--- src/rtl/encoder32x5_seq.sv ---
// encoder32x5_seq: captures a request word and emits the index of each set bit over a valid/ready handshake.
// Define ENC_MSB_FIRST_EN to emit indices highest-first instead of lowest-first.
module encoder32x5_seq #(
    parameter int AW = 5
) (
    input  logic              clk,
    input  logic              rst_n,
    input  logic              en,
    input  logic              load,
    input  logic [2**AW-1:0]  y,
    input  logic              ready,
    output logic [AW-1:0]     a,
    output logic              valid,
    output logic              busy,
    output logic              done,
    output logic              none,
    output logic [AW:0]       count
);
    localparam int N = 2**AW;
    localparam logic [0:0] IDLE = 1'b0;
    localparam logic [0:0] EMIT = 1'b1;

    logic [0:0]   r_state;
    logic [N-1:0] r_pend;
    logic [AW-1:0] r_a;
    logic         r_done;
    logic         r_none;
    logic [AW:0]  r_count;
    logic [N-1:0] w_rem;
    logic [AW-1:0] w_first_y;
    logic [AW-1:0] w_first_rem;

    // Later matches overwrite earlier ones, so loop direction sets the priority.
    function automatic logic [AW-1:0] pick(input logic [N-1:0] m);
        logic [AW-1:0] p;
        p = '0;
`ifdef ENC_MSB_FIRST_EN
        for (int i = 0; i < N; i++)
            if (m[i]) p = i[AW-1:0];
`else
        for (int i = N - 1; i >= 0; i--)
            if (m[i]) p = i[AW-1:0];
`endif
        return p;
    endfunction

    always_comb begin
        w_rem       = r_pend & ~(N'(1) << r_a);
        w_first_y   = pick(y);
        w_first_rem = pick(w_rem);
    end

    always_ff @(posedge clk or negedge rst_n) begin
        if (!rst_n) begin
            r_state <= IDLE;
            r_pend  <= '0;
            r_a     <= '0;
            r_done  <= 1'b0;
            r_none  <= 1'b0;
            r_count <= '0;
        end else if (en) begin
            r_done <= 1'b0;
            r_none <= 1'b0;
            if (r_state == IDLE) begin
                if (load && |y) begin
                    r_pend  <= y;
                    r_a     <= w_first_y;
                    r_count <= '0;
                    r_state <= EMIT;
                end else if (load) begin
                    r_none  <= 1'b1;
                    r_count <= '0;
                end
            end else if (ready) begin
                r_pend  <= w_rem;
                r_a     <= w_first_rem;
                r_count <= r_count + 1'b1;
                if (w_rem == '0) begin
                    r_state <= IDLE;
                    r_done  <= 1'b1;
                end
            end
        end
    end

    assign a     = r_a;
    assign valid = r_state == EMIT;
    assign busy  = r_state == EMIT;
    assign done  = r_done;
    assign none  = r_none;
    assign count = r_count;
endmodule
--- config.mk ---
export PLATFORM = sky130hd
export DESIGN_NAME = encoder32x5_seq
export DESIGN_NICKNAME = d
export VERILOG_FILES = /design/src/rtl/encoder32x5_seq.sv
export SDC_FILE = /design/constraint.sdc
export NUM_CORES = 1
export LEC_CHECK = 0
export ABC_AREA = 1
export CAP_MARGIN = 25
export CORE_UTILIZATION = 55
export CTS_BUF_LIST = sky130_fd_sc_hd__clkbuf_4
export CTS_CLUSTER_SIZE = 25
export DETAILED_ROUTE_END_ITERATION = 12
export GPL_TIMING_DRIVEN = 0
export PLACE_DENSITY_LB_ADDON = 0.08
export SYNTH_ARGS = -nofsm -noshare
export SYNTH_HDL_FRONTEND = slang
export SYNTH_SLANG_ARGS = --single-unit
--- constraint.sdc ---
create_clock -name clk -period 2.8 [get_ports clk]
set_input_delay 0.56 -clock clk [delete_from_list [all_inputs] [get_ports clk]]
set_output_delay 0.56 -clock clk [all_outputs]
set_load 0.01 [all_outputs]
==> run metrics, run 1 <==
Final GP Congestion=roughly 0.96; Via density=between 5 and 6; power per cell area=around 960 nW/µm²; CTS max path bufs=2; crit-path max FO=10; via count of the first global-routing pass=approximately 3400; largest net degree at the start of global routing=30; adder-cell share of the synthesized area=less than 1%; Post-synth top flop=dfrtp_1; initial antenna violation count=0; Avg Synthesized Cell Area=about 6.4 µm²; number of synthesized flops with an enable pin=0; Final Max Slew Viols=0; Buf/Inv on CP=8; cell area after synthesis=roughly 3100 µm²; Worst Hold Class=in -> async; worst r2r dst=a[0]; r2r worst-path depth=27; placed instance count=608; Register Area=about 1200 µm²; sequential element share of the synthesized area=roughly 37%; Distinct cells, synth=30; Clk Latency, worst-skew pair=0.39 ns; CP Capture Type=flip-flop; status=finished, violations left; gate count of the mapped netlist=between 400 and 500; Die Span Y=about 77 µm; largest family of logic cells by synthesized area=simple AND/OR/NAND/NOR gates; port buffer count=just over 50; Pre-antenna DRT Iters=5; DP Area=~3700 µm²; worst ir drop on vdd=roughly 0.57 mV; f_max=between 300 and 400 MHz; core area=5270 µm²; Crit path largest cell delay=0.39 ns; die width=approximately 77 µm; final instance area=4030 µm²; Power, Total=a little under 0.004 W; slowest library cell on the worst path=dfrtp_1; Final Non-Filler Cells=635; fin crit share=109%; fraction of registers with async set/reset=100%; net total in the final layout=approximately 600; I/O pin cnt=52; antenna viol nets, final=0; clock sinks=between 40 and 50; Worst Tran Pin Value=slightly above 0.5 ns; CP Data Required Time=3.09 ns; failing checks=setup timing; Multi-input gate area=1760 µm²; Leakage=around 2 nW; CTS Hold Bufs=0; Layout Skew=approximately 0.0041 ns; compound-gate portion of the synthesized area=between 20% and 30%; slew margin rel.=between 60 and 70%; FP Rows=26; post-synthesis mux area share=0%; CTS tree=done; WL/cell=roughly 16 µm; layout cells sized above 1=11.7%; RSZ-0062 raised after global routing=true; H-tree levels=2; drt first-iter violations=just over 300; hold slack final=0.0801 ns; # setup viols final=3; Crit path top cell by count=nand2_1; CP startpoint kind=flip-flop; Tmin final=between 3 and 4 ns; fillcell total=roughly 420; Via Count=about 3700; FF+latch count, synth=46; Crit path max-delay family=simple AND/OR/NAND/NOR gates; grt ovf=0; initial core utilization=between 50% and 60%; die area=about 5900 µm²; final hold violation count=0; Synth Area in Simple Gates=roughly a third; area growth from synthesis to layout=30.4%; clock-pin slew on the worst setup and hold paths=0.16 ns; RR Startpoint=a[3]; XOR/XNOR Fraction of Synth Area=less than 1%; first-pass GRT wire length=16300 µm; YS warnings=0; Total GRT Usage=35.1%; final WL=roughly 9900 µm; ANT cells=0; WP data arrival=roughly 3.4 ns; syn nets=around 520; Final WS setup=-0.259 ns; critical setup path kind=reg -> reg; Root Driver=clkbuf_4; placed wire-length estimate=around 7400 µm; Max Cap Viol=0; CTS Buf Count=5; Reg2Reg Setup Slack=-0.26 ns; Remaining DRCs=0
## through the flow
step	setup TNS, ns	worst slack, ns	util, %
6_report	-0.322	-0.259	76.5
2_1_floorplan	0	0.200	-
4_1_cts	-0.0805	-0.0805	75.3
3_3_place_gp	-19.20	-0.705	70.0
5_1_grt	-0.847	-0.480	76.5
3_5_place_dp	-18.03	-0.809	70.3
## what timing repair did
item | CTS | global route
resized for setup | 17 | 20
pin swaps | 2 | 3
endpoints found under the hold margin | 0 | 0
setup endpoints to repair | 26 | 38
buffers inserted | 16 | 3
## registers in the layout (all words and copies together), names as in the netlist
register  cells
none          1
busy          1
r_pend       32
count         6
a             5
done          1
## worst max path at each step
stage,from,cells after the start,to
detailed placement,y[27],12,r_pend[17]
global route,a[1],36,a[0]
CTS,a[0],36,a[0]
floorplan,a[2],33,a[0]
finish,a[3],27,a[0]
global placement,y[27],12,r_pend[11]
## area by class of cell
cell class | count | share of cell area [%]
Clock inverter | 3 | 1.18
Sequential cell | 46 | 28.6
Tap cell | 70 | 2.17
Buffer | 19 | 2.45
Inverter | 45 | 4.28
Multi-Input combinational cell | 376 | 43.7
Clock buffer | 5 | 0.931
Timing Repair Buffer | 71 | 16.7
## Yosys cell counts (3+ instances only)
cell type	count	area (µm²)
o21ai_1	33	165
nand3_1	18	90.1
a21oi_1	13	65.1
buf_1	7	26.3
inv_1	40	150
inv_2	5	18.8
a22oi_1	3	22.5
o21ai_0	65	325
nand2_1	161	604
dfrtp_1	46	1150
nand4_1	4	25.0
o31ai_1	4	30.0
nor3_1	6	30.0
clkbuf_1	9	33.8
nor4_1	4	25.0
nor2_1	49	184
## routing by layer
metal	global-route usage (%)	routed length, µm
met2	58.8	4650
met3	6.67	848
met4	10.0	227
met1	46.0	4170
met5	0	0
## where the power goes
group,switching (W),internal (W)
logic,0.00138,0.000885
clock network,0.000258,0.000195
registers,0.000228,0.000942
## placed cells by master (no fill, tap or decap), types with 8 or more instances in the layout
cell	Yosys	routed
o21ai_1	33	33
clkdlybuf4s50_1	0	50
dfrtp_1	46	43
a21oi_1	13	13
inv_1	40	39
buf_4	1	21
nand3_1	18	17
o21ai_0	65	64
nand2_1	161	160
nor2_1	49	45
clkbuf_4	0	8
## kinds of logic after synthesis
kind of cell | count (synthesis)
fa+ha+maj | 1
xor+xnor | 1
buf+inv | 64
simple gates | 245
flops | 46
compound gates | 129
(Power assumes the default switching activity.)
==> inputs of run 2 (changes only) <==
- CORE_UTILIZATION: 55 -> 57
- DONT_BUFFER_PORTS: unset -> 1
==> run metrics, run 2 (same netlist as run 1, synthesis figures left out) <==
RR Startpoint=a[2]; largest net degree at the start of global routing=47 (+57%); Final Non-Filler Cells=591 (-6.9%); port buffer count=0 (-100%); CP Capture Type=flip-flop; DP Area=3180 µm² (-14%); power per cell area=1030 nW/µm² (+6.6%); slowest library cell on the worst path=dfrtp_2; Remaining DRCs=0 (unchanged); RSZ-0062 raised after global routing=true; Crit path top cell by count=nand2_1; final WL=9120 µm (-7.9%); Hold Path Sink=done; Buf/Inv on CP=1 (-7); most flop-heavy register=r_pend; drt first-iter violations=205 (-33%); Die Span Y=75.7 µm (-1.7%); ANT cells=0 (unchanged); Via density=5.72 (-0.77%); hold slack final=0.253 ns (+0.173 ns); # setup viols final=1 (-2); FP Rows=26 (unchanged); antenna viol nets, final=0 (unchanged); WL/cell=15.4 µm (-1.0%); Clk Latency, worst-skew pair=0.38 ns (about the same); initial antenna violation count=0 (unchanged); slew margin rel.=62.2% (-4.1 points); Final Max Slew Viols=0 (unchanged); Leakage=1.80 nW (-8.9%); hold path cells=1; final instance area=3580 µm² (-11%); WP data arrival=3.23 ns (-0.12 ns); setup total negative slack=-0.117 ns (+0.204 ns); Pre-antenna DRT Iters=8 (+3); Crit path largest cell delay=0.49 ns (+0.10 ns); most frequent cells in the layout=nand2_1, o21ai_0, nor2_1; core area=5170 µm² (-1.9%); via count of the first global-routing pass=3006 (-11%); failing checks=setup timing; clock sinks=46 (unchanged); crit-path max FO=6 (-4); r2r worst-path depth=36 (+33%); f_max=343 MHz (+4.9%); CP startpoint kind=flip-flop; layout cells sized above 1=12.7% (+0.99 points); Top Layer Used=met4; critical setup path kind=reg -> reg; Worst Hold Class=in -> reg; initial core utilization=59.8% (+1.1 points); worst ir drop on vdd=0.443 mV (-22%); placed wire-length estimate=6860 µm (-7.2%); Via Count=3383 (-7.6%); Total GRT Usage=33.6% (-1.5 points); Reg2Reg Setup Slack=-0.12 ns (+0.14 ns); H-tree levels=2 (unchanged); Layout Skew=0.0152 ns (+0.0111 ns); met2 WL post-DR=4240 µm (-8.9%); die width=75.7 µm (-1.7%); die area=5730 µm² (-3.4%); grt ovf=0 (unchanged); Worst Tran Pin Value=0.566 ns (+0.0611 ns); fillcell total=457 (+9.9%); Root Driver=clkbuf_4; CTS tree=done; WL met1=3840 µm (-8.0%); placed instance count=556 (-8.6%); first-pass GRT wire length=14000 µm (-14%); Final GP Congestion=1.01 (+5.5%); CP Data Required Time=3.12 ns (+0.03 ns); Crit path max-delay family=simple AND/OR/NAND/NOR gates; commonest non-fill, non-tap cell in the layout=nand2_1; max reg flops=32 (unchanged); fin crit share=104% (-5.1 points); Worst Min Path Start=en; clock-pin slew on the worst setup and hold paths=0.15 ns (about the same); I/O pin cnt=52 (unchanged); Final WS setup=-0.117 ns (+0.142 ns); status=finished, violations left; net total in the final layout=558 (-7.3%); CTS Buf Count=5 (unchanged); Tmin final=2.92 ns (-0.142 ns); area growth from synthesis to layout=15.9%; final hold violation count=0 (unchanged); wire length on met3=815 µm (-3.9%); Max Cap Viol=0 (unchanged); CTS max path bufs=2 (unchanged); worst r2r dst=a[0]
-- run 2: cell count changes in the layout (fill, tap and decap cells not counted), moves of 2 or more --
| cell | delta |
|---|---|
| buf_1 | +3 |
| nor2_2 | -3 |
| o21ai_1 | -3 |
| buf_4 | +4 |
| inv_6 | -2 |
| nor3_2 | -3 |
| clkdlybuf4s50_1 | -50 |
| o21ai_2 | +3 |
| nor3_1 | +2 |
| clkbuf_4 | -3 |
| nor2_1 | +2 |
-- run 2: routing by layer --
metal / vias to the layer above / global-route usage [%]
met2: 157 / 54.3
li1: 1663 / -
met1: 1537 / 43.3
met4: 0 / 11.5
met5: - / 0
met3: 26 / 9.52
-- run 2: cell type report --
type                            count  area [µm²]  area share [%]
Multi-Input combinational cell    376        1770            49.3
Sequential cell                    46        1160            32.3
Timing Repair Buffer               27         223            6.21
Inverter                           45         171            4.78
Buffer                             19        97.6            2.72
Tap cell                           70        87.6            2.44
Clock inverter                      3        45.0            1.26
Clock buffer                        5        37.5            1.05
-- run 2: repair_timing --
item                                    4_1_cts  5_1_grt
pin swaps                                     9        4
endpoints found under the setup margin        1       15
hold buffers                                  1        1
resized for setup                            19       13
endpoints found under the hold margin        46        5
setup buffers                                21        4
-- run 2: worst max-delay path by stage --
stage | cells past startpoint | from | endpoint | slack [ns]
after floorplan | 33 | a[2] | a[0] | 0.20
after global placement | 11 | y[27] | r_pend[11] | -0.28
after detailed placement | 11 | y[27] | r_pend[16] | -0.29
after CTS | 36 | a[1] | a[0] | -0.06
after global routing | 36 | a[2] | a[0] | -0.45
final | 36 | a[2] | a[0] | -0.12
-- run 2: worst reg2reg max path, delay by kind of cell (launching register included) --
family / cells / cell delay, ns
flops: 1 / 0.49
simple gates: 34 / 2.12
buf+inv: 1 / 0.15
compound gates: 1 / 0.11
-- run 2: report_power, final --
group / leakage (nW) / switching, W / internal, W / total, W
Sequential: 0.579 / 0.000281 / 0.000942 / 0.00122
Combinational: 1.18 / 0.00128 / 0.000756 / 0.00203
Clock: 0.0374 / 0.000244 / 0.000187 / 0.000431
-- run 2: per-stage QoR --
stage          util, %  setup slack, ns  total power (W)
2_1_floorplan        -            0.200          0.00248
3_3_place_gp      61.5           -0.282          0.00288
3_5_place_dp      61.5           -0.285          0.00291
4_1_cts           67.9          -0.0574          0.00356
5_1_grt           69.3           -0.450          0.00403
6_report          69.3           -0.117          0.00369
==> inputs of run 3 (changes only) <==
==> constraint.sdc (replaced) <==
create_clock -name clk -period 2.8 [get_ports clk]
set_input_delay 0.42 -clock clk [delete_from_list [all_inputs] [get_ports clk]]
set_output_delay 0.42 -clock clk [all_outputs]
set_load 0.01 [all_outputs]
==> run metrics, run 3 (same netlist as run 1, synthesis figures left out) <==
core area=5170 µm² (unchanged); most frequent cells in the layout=nand2_1, o21ai_0, nor2_1; Crit path largest cell delay=0.47 ns (-0.02 ns); clock share of power=11.7% (about the same); CP Capture Type=flip-flop; layout cells sized above 1=12.3% (-0.38 points); critical setup path kind=reg -> reg; Final GP Congestion=1.01 (unchanged); Remaining DRCs=0 (unchanged); power per cell area=1030 nW/µm² (about the same); initial core utilization=59.8% (unchanged); net total in the final layout=558 (unchanged); Max Cap Viol=0 (unchanged); slowest library cell on the worst path=dfrtp_1; Final Non-Filler Cells=591 (unchanged); Root Driver=clkbuf_4; f_max=339 MHz (-1.0%); Sequential Power Share=33.2% (about the same); WL/cell=15.4 µm (-0.50%); Worst Tran Pin Value=0.585 ns (+0.0192 ns); Pint=0.00188 W (about the same); Final WS setup=-0.147 ns (-0.0300 ns); Leakage=1.79 nW (-0.31%); Net Switching=0.00180 W (about the same); I/O pin cnt=52 (unchanged); Layout Skew=0.0156 ns (+0.000352 ns); most flop-heavy register=r_pend; Via density=5.74 (+0.33%); Via Count=3394 (+0.33%); Pre-antenna DRT Iters=5 (-3); Sw Ratio=48.9% (about the same); Total GRT Usage=33.6% (unchanged); fin crit share=105% (+1.1 points); first-pass GRT wire length=14000 µm (unchanged); CP startpoint kind=flip-flop; CTS Buf Count=5 (unchanged); ANT cells=0 (unchanged); die width=75.7 µm (unchanged); clock sinks=46 (unchanged); status=finished, violations left; largest net degree at the start of global routing=47 (unchanged); fillcell total=459 (+0.44%); # setup viols final=1 (unchanged); area growth from synthesis to layout=15.8% (about the same); worst ir drop on vdd=0.443 mV (about the same); CP Data Required Time=3.08 ns (-0.04 ns); via count of the first global-routing pass=3006 (unchanged); FP Rows=26 (unchanged); WP data arrival=3.22 ns (about the same); slew margin rel.=61.0% (-1.3 points); die area=5730 µm² (unchanged); antenna viol nets, final=0 (unchanged); final hold violation count=0 (unchanged); clock-pin slew on the worst setup and hold paths=0.16 ns (about the same); Register Area=1160 µm² (unchanged); initial antenna violation count=0 (unchanged); Crit path top cell by count=nand2_1; drt first-iter violations=210 (+2.4%); Worst Hold Class=in -> reg; Power, Total=0.00368 W (about the same); port buffer count=0 (unchanged); Multi-input gate area=1770 µm² (unchanged); pre-CTS setup slack=-0.232 ns (+0.0529 ns); crit-path max FO=10 (+4); final WL=9080 µm (-0.50%); grt ovf=0 (unchanged); Final Max Slew Viols=0 (unchanged); Tmin final=2.95 ns (+0.0300 ns); H-tree levels=2 (unchanged); Die Span Y=75.7 µm (unchanged); max reg flops=32 (unchanged); placed wire-length estimate=6860 µm (unchanged); RSZ-0062 raised after global routing=true; placed instance count=556 (unchanged); CTS tree=done; commonest non-fill, non-tap cell in the layout=nand2_1; failing checks=setup timing; Logic pwr share=55.1% (about the same); Clk Latency, worst-skew pair=0.38 ns (about the same); CTS max path bufs=2 (unchanged)
==> run 3: cell type report <==
cell class	count	share of cell area [%]
multi-input cells	376	49.3
flip-flops and latches	46	32.3
repair buffers	27	6.22
inverters	45	4.79
plain buffers	19	2.65
well taps	70	2.44
clock inverters	3	1.26
clock buffers	5	1.05
==> run 3: timing repair <==
action,4_1_cts,5_1_grt
hold endpoints to repair,46,0
pin swaps,9,3
gates resized for setup,19,10
endpoints found under the setup margin,1,15
setup buffers,21,4
hold buffers,2,0
==> run 3: layer usage <==
layer  GRT usage (%)  share of wire [%]  vias up
li1                -                  -     1658
met1            43.3                 42     1537
met2            54.3                 46      167
met3            9.52                8.7       32
met4            11.5                2.8        0
met5               0                  0        -
==> run 3: power groups by stage <==
stage / combinational (W) / sequential [W] / clock (W)
2_1_floorplan: 0.00136 / 0.00113 / 0
3_3_place_gp: 0.00168 / 0.00120 / 0
3_5_place_dp: 0.00170 / 0.00120 / 0
4_1_cts: 0.00191 / 0.00121 / 0.000438
5_1_grt: 0.00232 / 0.00125 / 0.000462
6_report: 0.00203 / 0.00122 / 0.000430
==> run 3: final timing paths <==
path	slack [ns]	start	cells past startpoint	to
max reg2reg	-0.15	a[3]	29	a[0]
min reg2reg	0.50	r_pend[4]	2	r_pend[4]
min in group asynchronous	0.51	rst_n	2	r_pend[27]
max in group asynchronous	2.04	rst_n	2	a[1]
max	-0.15	a[3]	29	a[0]
min	0.12	en	1	done
==> run 3: worst max-delay path, delay by kind of cell (launching register included) <==
family	cells	cell delay, ns
simple gates	25	1.66
buf+inv	2	0.41
flops	1	0.47
compound gates	2	0.32
==> run 3: metrics by stage <==
step / utilization [%] / hold WS, ns / instance area [µm²] / setup TNS, ns
after global placement: 61.5 / 0.125 / 3180 / -1.56
after floorplan: - / 0.124 / 3090 / 0
after global routing: 69.3 / 0.0761 / 3580 / -1.20
after CTS: 68.0 / 0.102 / 3520 / -0.0574
after detailed placement: 61.5 / 0.125 / 3180 / -1.48
final: 69.3 / 0.118 / 3580 / -0.147
